===== config.mk =====
export PLATFORM = sky130hd
export DESIGN_NAME = ap_loader
export DESIGN_NICKNAME = d
export VERILOG_FILES = /design/src/rtl/ap_loader.sv
export SDC_FILE = /design/constraint.sdc
export NUM_CORES = 1
export LEC_CHECK = 0
export ABC_AREA = 1
export CAP_MARGIN = 15
export CORE_MARGIN = 4
export CORE_UTILIZATION = 50
export DETAILED_ROUTE_END_ITERATION = 6
export PLACE_DENSITY = 0.77
export SYNTH_ARGS = -nofsm -noshare
export SYNTH_HDL_FRONTEND = slang
export SYNTH_SLANG_ARGS = --single-unit

===== constraint.sdc =====
create_clock -name CLK100MHZ -period 4.5 [get_ports CLK100MHZ]
set_clock_uncertainty 0.15 [all_clocks]
set_input_delay 0.9 -clock CLK100MHZ [delete_from_list [all_inputs] [get_ports CLK100MHZ]]
set_output_delay 0.9 -clock CLK100MHZ [all_outputs]
set_load 0.01 [all_outputs]

===== src/rtl/ap_loader.sv =====
// ap_loader: streams A and B operand columns into an associative processor,
// fires one compute command, waits for the completion interrupt, then reads
// the result column back out over a valid/ready stream.
//
// state      | meaning
// -----------+-------------------------------------------------------------
// IDLE       | waiting for start; outputs quiet
// CLR0       | AP reset pulse, external column side selected
// CLR1       | AP reset pulse, internal column side selected
// LOAD_A     | accepting A words, one AP write per beat into column 0
// LOAD_B     | accepting B words, one AP write per beat into column 1
// COMPUTE    | issue latched command, raise ap_mode
// WAIT_IRQ   | hold ap_mode until a fresh irq rising edge or timeout
// READ_ISSUE | one-cycle read strobe on the internal column at count
// READ_WAIT  | wait READ_LAT cycles, then capture ap_data_out
// READ_HOLD  | present result on m_*, hold until accepted
// DONE       | one-cycle done pulse, then back to IDLE
module ap_loader #(
    parameter int WORD_SIZE  = 8,
    parameter int CELL_QUANT = 512,
    parameter int ADDR_W     = 9,
    parameter int READ_LAT   = 1,
    parameter int TIMEOUT    = 65535
) (
    input  logic                 CLK100MHZ,
    input  logic                 rst_n,
    input  logic                 start,
    input  logic [2:0]           cmd_in,
    input  logic                 s_valid,
    output logic                 s_ready,
    input  logic [WORD_SIZE-1:0] s_data,
    output logic                 m_valid,
    input  logic                 m_ready,
    output logic [WORD_SIZE-1:0] m_data,
    output logic                 busy,
    output logic                 done,
    output logic                 err,
    output logic [ADDR_W-1:0]    ap_addr,
    output logic [WORD_SIZE-1:0] ap_data,
    output logic                 ap_rst,
    output logic                 ap_mode,
    output logic [2:0]           ap_cmd,
    output logic                 ap_sel_col,
    output logic                 ap_sel_internal_col,
    output logic                 ap_write_en,
    output logic                 ap_read_en,
    input  logic [WORD_SIZE-1:0] ap_data_out,
    input  logic                 ap_state_irq
);

    localparam int TMR_W = (TIMEOUT > 1) ? $clog2(TIMEOUT + 1) : 1;
    localparam int LAT_W = (READ_LAT > 1) ? $clog2(READ_LAT + 1) : 1;

    localparam logic [ADDR_W-1:0] LAST_CELL = ADDR_W'(CELL_QUANT - 1);
    // Timer counts down to zero; the zero cycle is the TIMEOUT-th in WAIT_IRQ.
    localparam logic [TMR_W-1:0]  TMR_LOAD  = TMR_W'(TIMEOUT - 1);
    localparam logic [LAT_W-1:0]  LAT_LOAD  = LAT_W'(READ_LAT);

    typedef enum logic [3:0] {
        IDLE,
        CLR0,
        CLR1,
        LOAD_A,
        LOAD_B,
        COMPUTE,
        WAIT_IRQ,
        READ_ISSUE,
        READ_WAIT,
        READ_HOLD,
        DONE
    } state_t;

    state_t            r_state;
    logic [ADDR_W-1:0] r_count;
    logic [TMR_W-1:0]  r_timer;
    logic [LAT_W-1:0]  r_lat;
    logic [2:0]        r_cmd;
    logic              r_irq_q;

    logic w_beat;
    logic w_irq_rise;

    assign w_beat     = s_valid & s_ready;
    assign w_irq_rise = ap_state_irq & ~r_irq_q;

    // Previous irq sample, so a level already high on WAIT_IRQ entry is not an edge.
    always_ff @(posedge CLK100MHZ) begin
        if (!rst_n) begin
            r_irq_q <= 1'b0;
        end else begin
            r_irq_q <= ap_state_irq;
        end
    end

    // Sequencer with all outputs registered; strobes default low every cycle.
    always_ff @(posedge CLK100MHZ) begin
        if (!rst_n) begin
            r_state             <= IDLE;
            r_count             <= '0;
            r_timer             <= '0;
            r_lat               <= '0;
            r_cmd               <= '0;
            s_ready             <= 1'b0;
            m_valid             <= 1'b0;
            m_data              <= '0;
            busy                <= 1'b0;
            done                <= 1'b0;
            err                 <= 1'b0;
            ap_addr             <= '0;
            ap_data             <= '0;
            ap_rst              <= 1'b0;
            ap_mode             <= 1'b0;
            ap_cmd              <= '0;
            ap_sel_col          <= 1'b0;
            ap_sel_internal_col <= 1'b0;
            ap_write_en         <= 1'b0;
            ap_read_en          <= 1'b0;
        end else begin
            ap_write_en <= 1'b0;
            ap_read_en  <= 1'b0;
            done        <= 1'b0;
            case (r_state)
                IDLE: begin
                    if (start) begin
                        r_cmd               <= cmd_in;
                        r_count             <= '0;
                        err                 <= 1'b0;
                        busy                <= 1'b1;
                        ap_rst              <= 1'b1;
                        ap_sel_internal_col <= 1'b0;
                        r_state             <= CLR0;
                    end
                end
                CLR0: begin
                    ap_sel_internal_col <= 1'b1;
                    r_state             <= CLR1;
                end
                CLR1: begin
                    ap_rst              <= 1'b0;
                    ap_sel_internal_col <= 1'b0;
                    s_ready             <= 1'b1;
                    r_state             <= LOAD_A;
                end
                LOAD_A, LOAD_B: begin
                    if (w_beat) begin
                        ap_write_en         <= 1'b1;
                        ap_addr             <= r_count;
                        ap_data             <= s_data;
                        ap_sel_col          <= (r_state == LOAD_B);
                        ap_sel_internal_col <= 1'b0;
                        ap_mode             <= 1'b0;
                        if (r_count == LAST_CELL) begin
                            r_count <= '0;
                            if (r_state == LOAD_A) begin
                                r_state <= LOAD_B;
                            end else begin
                                s_ready <= 1'b0;
                                r_state <= COMPUTE;
                            end
                        end else begin
                            r_count <= r_count + 1'b1;
                        end
                    end
                end
                COMPUTE: begin
                    ap_cmd  <= r_cmd;
                    ap_mode <= 1'b1;
                    r_timer <= TMR_LOAD;
                    r_state <= WAIT_IRQ;
                end
                WAIT_IRQ: begin
                    if (w_irq_rise) begin
                        ap_mode <= 1'b0;
                        r_count <= '0;
                        r_state <= READ_ISSUE;
                    end else if (r_timer == '0) begin
                        err     <= 1'b1;
                        ap_mode <= 1'b0;
                        done    <= 1'b1;
                        r_state <= DONE;
                    end else begin
                        r_timer <= r_timer - 1'b1;
                    end
                end
                READ_ISSUE: begin
                    ap_read_en          <= 1'b1;
                    ap_addr             <= r_count;
                    ap_sel_col          <= 1'b0;
                    ap_sel_internal_col <= 1'b1;
                    r_lat               <= LAT_LOAD;
                    r_state             <= READ_WAIT;
                end
                READ_WAIT: begin
                    if (r_lat == '0) begin
                        m_data  <= ap_data_out;
                        m_valid <= 1'b1;
                        r_state <= READ_HOLD;
                    end else begin
                        r_lat <= r_lat - 1'b1;
                    end
                end
                READ_HOLD: begin
                    if (m_ready) begin
                        m_valid <= 1'b0;
                        if (r_count == LAST_CELL) begin
                            ap_sel_internal_col <= 1'b0;
                            done                <= 1'b1;
                            r_state             <= DONE;
                        end else begin
                            r_count <= r_count + 1'b1;
                            r_state <= READ_ISSUE;
                        end
                    end
                end
                DONE: begin
                    busy    <= 1'b0;
                    r_state <= IDLE;
                end
                default: begin
                    r_state <= IDLE;
                end
            endcase
        end
    end

endmodule


# [Yosys cells after proc, flatten, opt, wreduce, memory -nomap -nowiden]
# Index checks and enable logic that the tools add are counted.
[totals] ff_bits=73 in_bits=25 output_inout_bits=39 wordCells=136
[op_classes] n_addsub=3 eq_ne=24 mux=54 bitwise=4 n_reduce_logical=30
[ops] operator="$mux W9" n=7
[ops] operator="$pmux W4 S9" n=1
[ops] operator="$pmux W9 S4" n=1
[ops] operator="$mux W16" n=2
[ops] operator="$mux W4" n=8
[ops] operator="$pmux W16 S2" n=1
[ops] operator="$ne A2 B2 Y1 const B" n=12
[ops] operator="$mux W1" n=23
[ops] operator="$pmux W9 S2" n=1
[ops] operator="$eq A4 B3 Y1 const B" n=4
[ops] operator="$logic_not A16 Y1" n=1
[ops] operator="$pmux W1 S2" n=8
[ops] operator="$reduce_bool A2 Y1" n=8
[ops] operator="$sub A16 B1 Y16 const B" n=1
[ops] operator="$reduce_and A2 Y1" n=7
[ops] operator="$eq A4 B4 Y1 const B" n=3
[ops] operator="$reduce_and A6 Y1" n=2
[ops] operator="$add A9 B1 Y9 const B" n=1
[ops] operator="$eq A9 B9 Y1 const B" n=1
[ops] operator="$reduce_and A3 Y1" n=3
[ops] operator="$eq A4 B2 Y1 const B" n=2
[ops] operator="$reduce_and A4 Y1" n=2
[ops] operator="$pmux W1 S5" n=1
[ops] operator="$reduce_and A5 Y1" n=1
[ops] operator="11 further kinds" n=14

# [Longest topological paths before layout]
[depth] word_depth=5 depth_mapped=14 mapped_depth_nobuf=14

# [Least setup slack after synthesis]
# No wires, ideal clock.
[synth_path] kind="register to register" from="reg r_count[0]" to="reg r_state[0]" setup_ns=0.128 arrival_ns=2.016 required_time_ns=4.222 path_slack_ns=2.206 path_stages_with_launch=14 n_path_buf=0 period_less_slack_ns=2.294 cell_sequence="dfxtp_1 ha_1 nand3_1 nor2_1 nand2_1 nor2_1 ha_1 clkinv_1 o21ai_0 nand2_1 nor2_1 nand2_1 nand2_1 nor2_1"
[synth_between] elab_chain_cells=4 elab_cells_between_ends=6 cone_classes="2 x eq/ne; 3 x mux; 1 x reduce/logical"
[synth_rtl] item="from (decl)" line="74" text="logic [ADDR_W-1:0] r_count;"
[synth_rtl] item="from (signal assigned)" line="161" text="r_count <= r_count + 1'b1;"
[synth_rtl] item="from (signal assigned)" line="210" text="r_count <= r_count + 1'b1;"
[synth_rtl] item="$eq A9 B9 Y1 (*)" line="152, 205"
[synth_rtl] item="$mux W4" line="205" text="if (r_count == LAST_CELL) begin"
[synth_rtl] item="$mux W4" line="203" text="if (m_ready) begin"
[synth_rtl] item="$pmux W4 S9" line="122" text="case (r_state)"
[synth_rtl] item="to (signal assigned)" line="155" text="r_state <= LOAD_B;"
[synth_rtl] item="to (signal assigned)" line="158" text="r_state <= COMPUTE;"
[synth_rtl] item="to (signal assigned)" line="208" text="r_state <= DONE;"
[synth_rtl] item="to (decl)" line="73" text="state_t r_state;"
# Every way passes the cells marked *; elsewhere a longest branch is shown, timed or not. The select of a mux whose other input is x is not followed.
# A chain may end at the register's enable or synchronous reset.

# [Worst setup path after layout]
# Ends and elaborated chain as after synthesis.

==> impl_metrics.sql <==
INSERT INTO impl_metrics (metric_group, metric, value, unit) VALUES
('run_status', 'run_status', 'complete, no violations', ''),
('yosys', 'main_flop_type_after_synthesis', 'sky130_fd_sc_hd__dfxtp_1', ''),
('worst_setup_path', 'max_stage_delay', '0.41', 'ns'),
('layout', 'area.growth.synth_to_final', '26.44', '%'),
('yosys', 'syn-instance-count', '522', ''),
('place', 'place.gp.congestion', '0.8815', ''),
('worst_setup_path', 'crit_path_cell_trace', 'ha_1, nand3_1, nor2_1, nand2_1, nor2_1, ha_1, clkinv_1, o21ai_0, nand2_1, nor2_1, nand2_1, nand2_1, nor2_1', ''),
('worst_setup_path', 'critPathArrivalTime', '2.84', 'ns'),
('clock_network', 'tritoncts.num_buffers', '9', ''),
('grt', 'grt_pass1_vias', '3376', ''),
('yosys', 'synth_top_cells_by_area', 'sky130_fd_sc_hd__dfxtp_1 41%, sky130_fd_sc_hd__nand2_1 13%, sky130_fd_sc_hd__nor2_1 7.6%', ''),
('worst_setup_path', 'critical_path.startpoint_type', 'register', ''),
('drt', 'post_drt_via_cell_ratio', '5.174', ''),
('sta', 'final_max_slew_viol_count', '0', ''),
('place', 'post-dp-hpwl', '6560', 'um'),
('pwr', 'leakagePower', '1.866', 'nW'),
('place', 'pre_cts_slack', '1.747', 'ns'),
('clock_network', 'cts_max_path_buffers', '2', ''),
('worst_setup_path', 'path_delay_family', 'simple AND/OR/NAND/NOR gates', ''),
('clock_network', 'cts-hold-fix-buffers', '0', ''),
('worst_setup_path', 'critPathKind', 'reg -> reg', ''),
('clock_network', 'clkSlewWorstSetupHoldPaths', '0.08', 'ns'),
('sta', 'fin_crit', '2.768', 'ns'),
('yosys', 'postSynth.asyncResetShare', '0', '%'),
('place', 'dp_cells', '669', ''),
('yosys', 'synth_seq_cells', '73', ''),
('clock_network', 'clock_tree.root_cell', 'sky130_fd_sc_hd__clkbuf_8', ''),
('clock_network', 'cts_htree_levels', '3', ''),
('sta', 'relSlewSlack', '57.97', '%'),
('grt', 'grt.overflow.total', '0', ''),
('yosys', 'number_of_enable_type_register_cells_in_the_synthesized_netlist', '0', ''),
('sta', 'worst_pin_slew', '0.6298', 'ns'),
('grt', 'grt_usage', '21.52', '%'),
('layout', 'layout.cell_area.non_filler', '0.004476', 'mm2'),
('sta', 'final.period_utilization', '61.50', '%'),
('layout', 'nets', '612', ''),
('yosys', 'yosysWarnings', '0', ''),
('drt', 'detailedRoute.firstIterationViolations', '198', ''),
('place', 'port_buffers', '63', ''),
('layout', 'n_antenna_cell', '0', ''),
('worst_setup_path', 'crit_path_end_kind', 'register', ''),
('layout', 'drive_above_1_share', '6.961', '%'),
('sta', 'timing.final.ws_setup', '1.732', 'ns'),
('yosys', 'yosysTopAreaCellShare', '41.29', '%'),
('die', 'placementRows', '30', ''),
('sta', 'finalSetupTns', '0', 'ns'),
('die', 'design.die.area', '0.008490', 'mm2'),
('clock_network', 'tritoncts', 'yes', ''),
('worst_setup_path', 'setup.reg_to_reg.worst_slack', '1.73', 'ns'),
('sta', 'max_freq', '361.3', 'MHz'),
('drt', 'vias', '3544', ''),
('yosys', 'mappedNetlistNets', '550', ''),
('clock_network', 'clkLatencyLatePin', '0.34', 'ns'),
('clock_network', 'cts_resized', '0', ''),
('yosys', 'synthDominantAreaCellType', 'sky130_fd_sc_hd__dfxtp_1', ''),
('drt', 'wirelength', '8866', 'um'),
('sta', 'unrepaired_setup_endpoints_after_global_routing', 'no', ''),
('drt', 'drtAntennaViolNets', '0', ''),
('sta', 'hold_viol_final', '0', ''),
('grt', 'grt_antenna_before_repair', '0', ''),
('yosys', 'mappedNetlistArea', '0.003540', 'mm2'),
('die', 'core-area', '0.006832', 'mm2'),
('clock_network', 'cts_sinks', '73', ''),
('die', 'initial_utilization', '51.81', '%'),
('worst_setup_path', 'worstPathMaxFanout', '10', ''),
('drt', 'routed_wire_length_per_instance', '12.94', 'um'),
('yosys', 'yosysSeqAreaShare', '41.29', '%'),
('die', 'die_height', '92.14', 'um'),
('grt', 'pin_count_of_the_biggest_net_entering_global_routing', '37', ''),
('layout', 'layoutNonFillerInstCount', '685', ''),
('yosys', 'synth_area_per_cell', '6.781', 'um2');
## path summary, 6_finish.rpt
check             depth (start not counted)         end  startpoint
setup / recovery                         13  r_state[0]  r_count[0]
hold / removal                            2   m_data[6]   m_data[6]
setup reg to reg                         13  r_state[0]  r_count[0]
hold reg to reg                           2   m_data[6]   m_data[6]
## layer usage
metal	wire [um]	global-route usage (%)	up-vias
met5	0	0	-
met3	562	6.153	12
li1	-	-	1820
met4	80	6.683	0
met1	3966	25.62	1621
met2	4256	37.35	91
## worst min-delay path: stages (launching register included)
cell	delay [ns]
sky130_fd_sc_hd__dfxtp_1	0.31
sky130_fd_sc_hd__inv_1	0.05
sky130_fd_sc_hd__a21oi_1	0.05
## synthesized netlist by cell type (5+ instances only)
| cell type | number |
|---|---|
| sky130_fd_sc_hd__nand2_2 | 5 |
| sky130_fd_sc_hd__a21oi_1 | 53 |
| sky130_fd_sc_hd__inv_1 | 42 |
| sky130_fd_sc_hd__inv_2 | 6 |
| sky130_fd_sc_hd__o21ai_1 | 5 |
| sky130_fd_sc_hd__nor2_1 | 72 |
| sky130_fd_sc_hd__nand3_1 | 44 |
| sky130_fd_sc_hd__nand4_1 | 6 |
| sky130_fd_sc_hd__dfxtp_1 | 73 |
| sky130_fd_sc_hd__xor2_1 | 5 |
| sky130_fd_sc_hd__nand3b_1 | 6 |
| sky130_fd_sc_hd__o21ai_0 | 43 |
| sky130_fd_sc_hd__clkbuf_1 | 10 |
| sky130_fd_sc_hd__nand2_1 | 124 |
## sequential cells by signal, indices dropped and copies added (netlist names), 3 cells and up
signal   count
ap_addr      9
m_data       8
r_cmd        3
r_state      4
r_timer     16
ap_data      8
ap_cmd       3
r_count      9
## stage by stage
step	total power [mW]	hold WS (ns)	utilization (%)
3_5_place_dp	1.930	0.2881	62.31
3_3_place_gp	1.898	0.2813	61.90
6_report	2.494	0.2977	65.51
2_1_floorplan	1.631	0.2797	-
5_1_grt	2.695	0.3288	65.51
4_1_cts	2.496	0.3009	65.51
## cells by family after synthesis
| group | share of synthesized area (%) |
|---|---|
| buffers and inverters | 7.423 |
| XOR/XNOR | 1.485 |
| adder cells (fa/ha/maj) | 1.061 |
| AND/OR/NAND/NOR | 33.79 |
| AO/OA/AOI/OAI | 14.95 |
| flip-flops | 41.29 |
## where the power goes
group	leakage [nW]	switching, mW	internal (mW)	total [mW]
Clock	0.109	0.251	0.312	0.563
Sequential	0.592	0.0885	0.751	0.840
Combinational	1.16	0.694	0.397	1.09
## cell type report
type,instances,area (um2),share of cell area [%]
Multi-Input combinational cell,384,1815,40.56
Sequential cell,73,1461,32.65
Timing Repair Buffer,65,665.6,14.87
Inverter,51,193.9,4.333
Clock buffer,9,123.9,2.768
Tap cell,96,120.1,2.684
Clock inverter,7,95.09,2.125
Note: power is estimated with default switching activity, not from simulation.
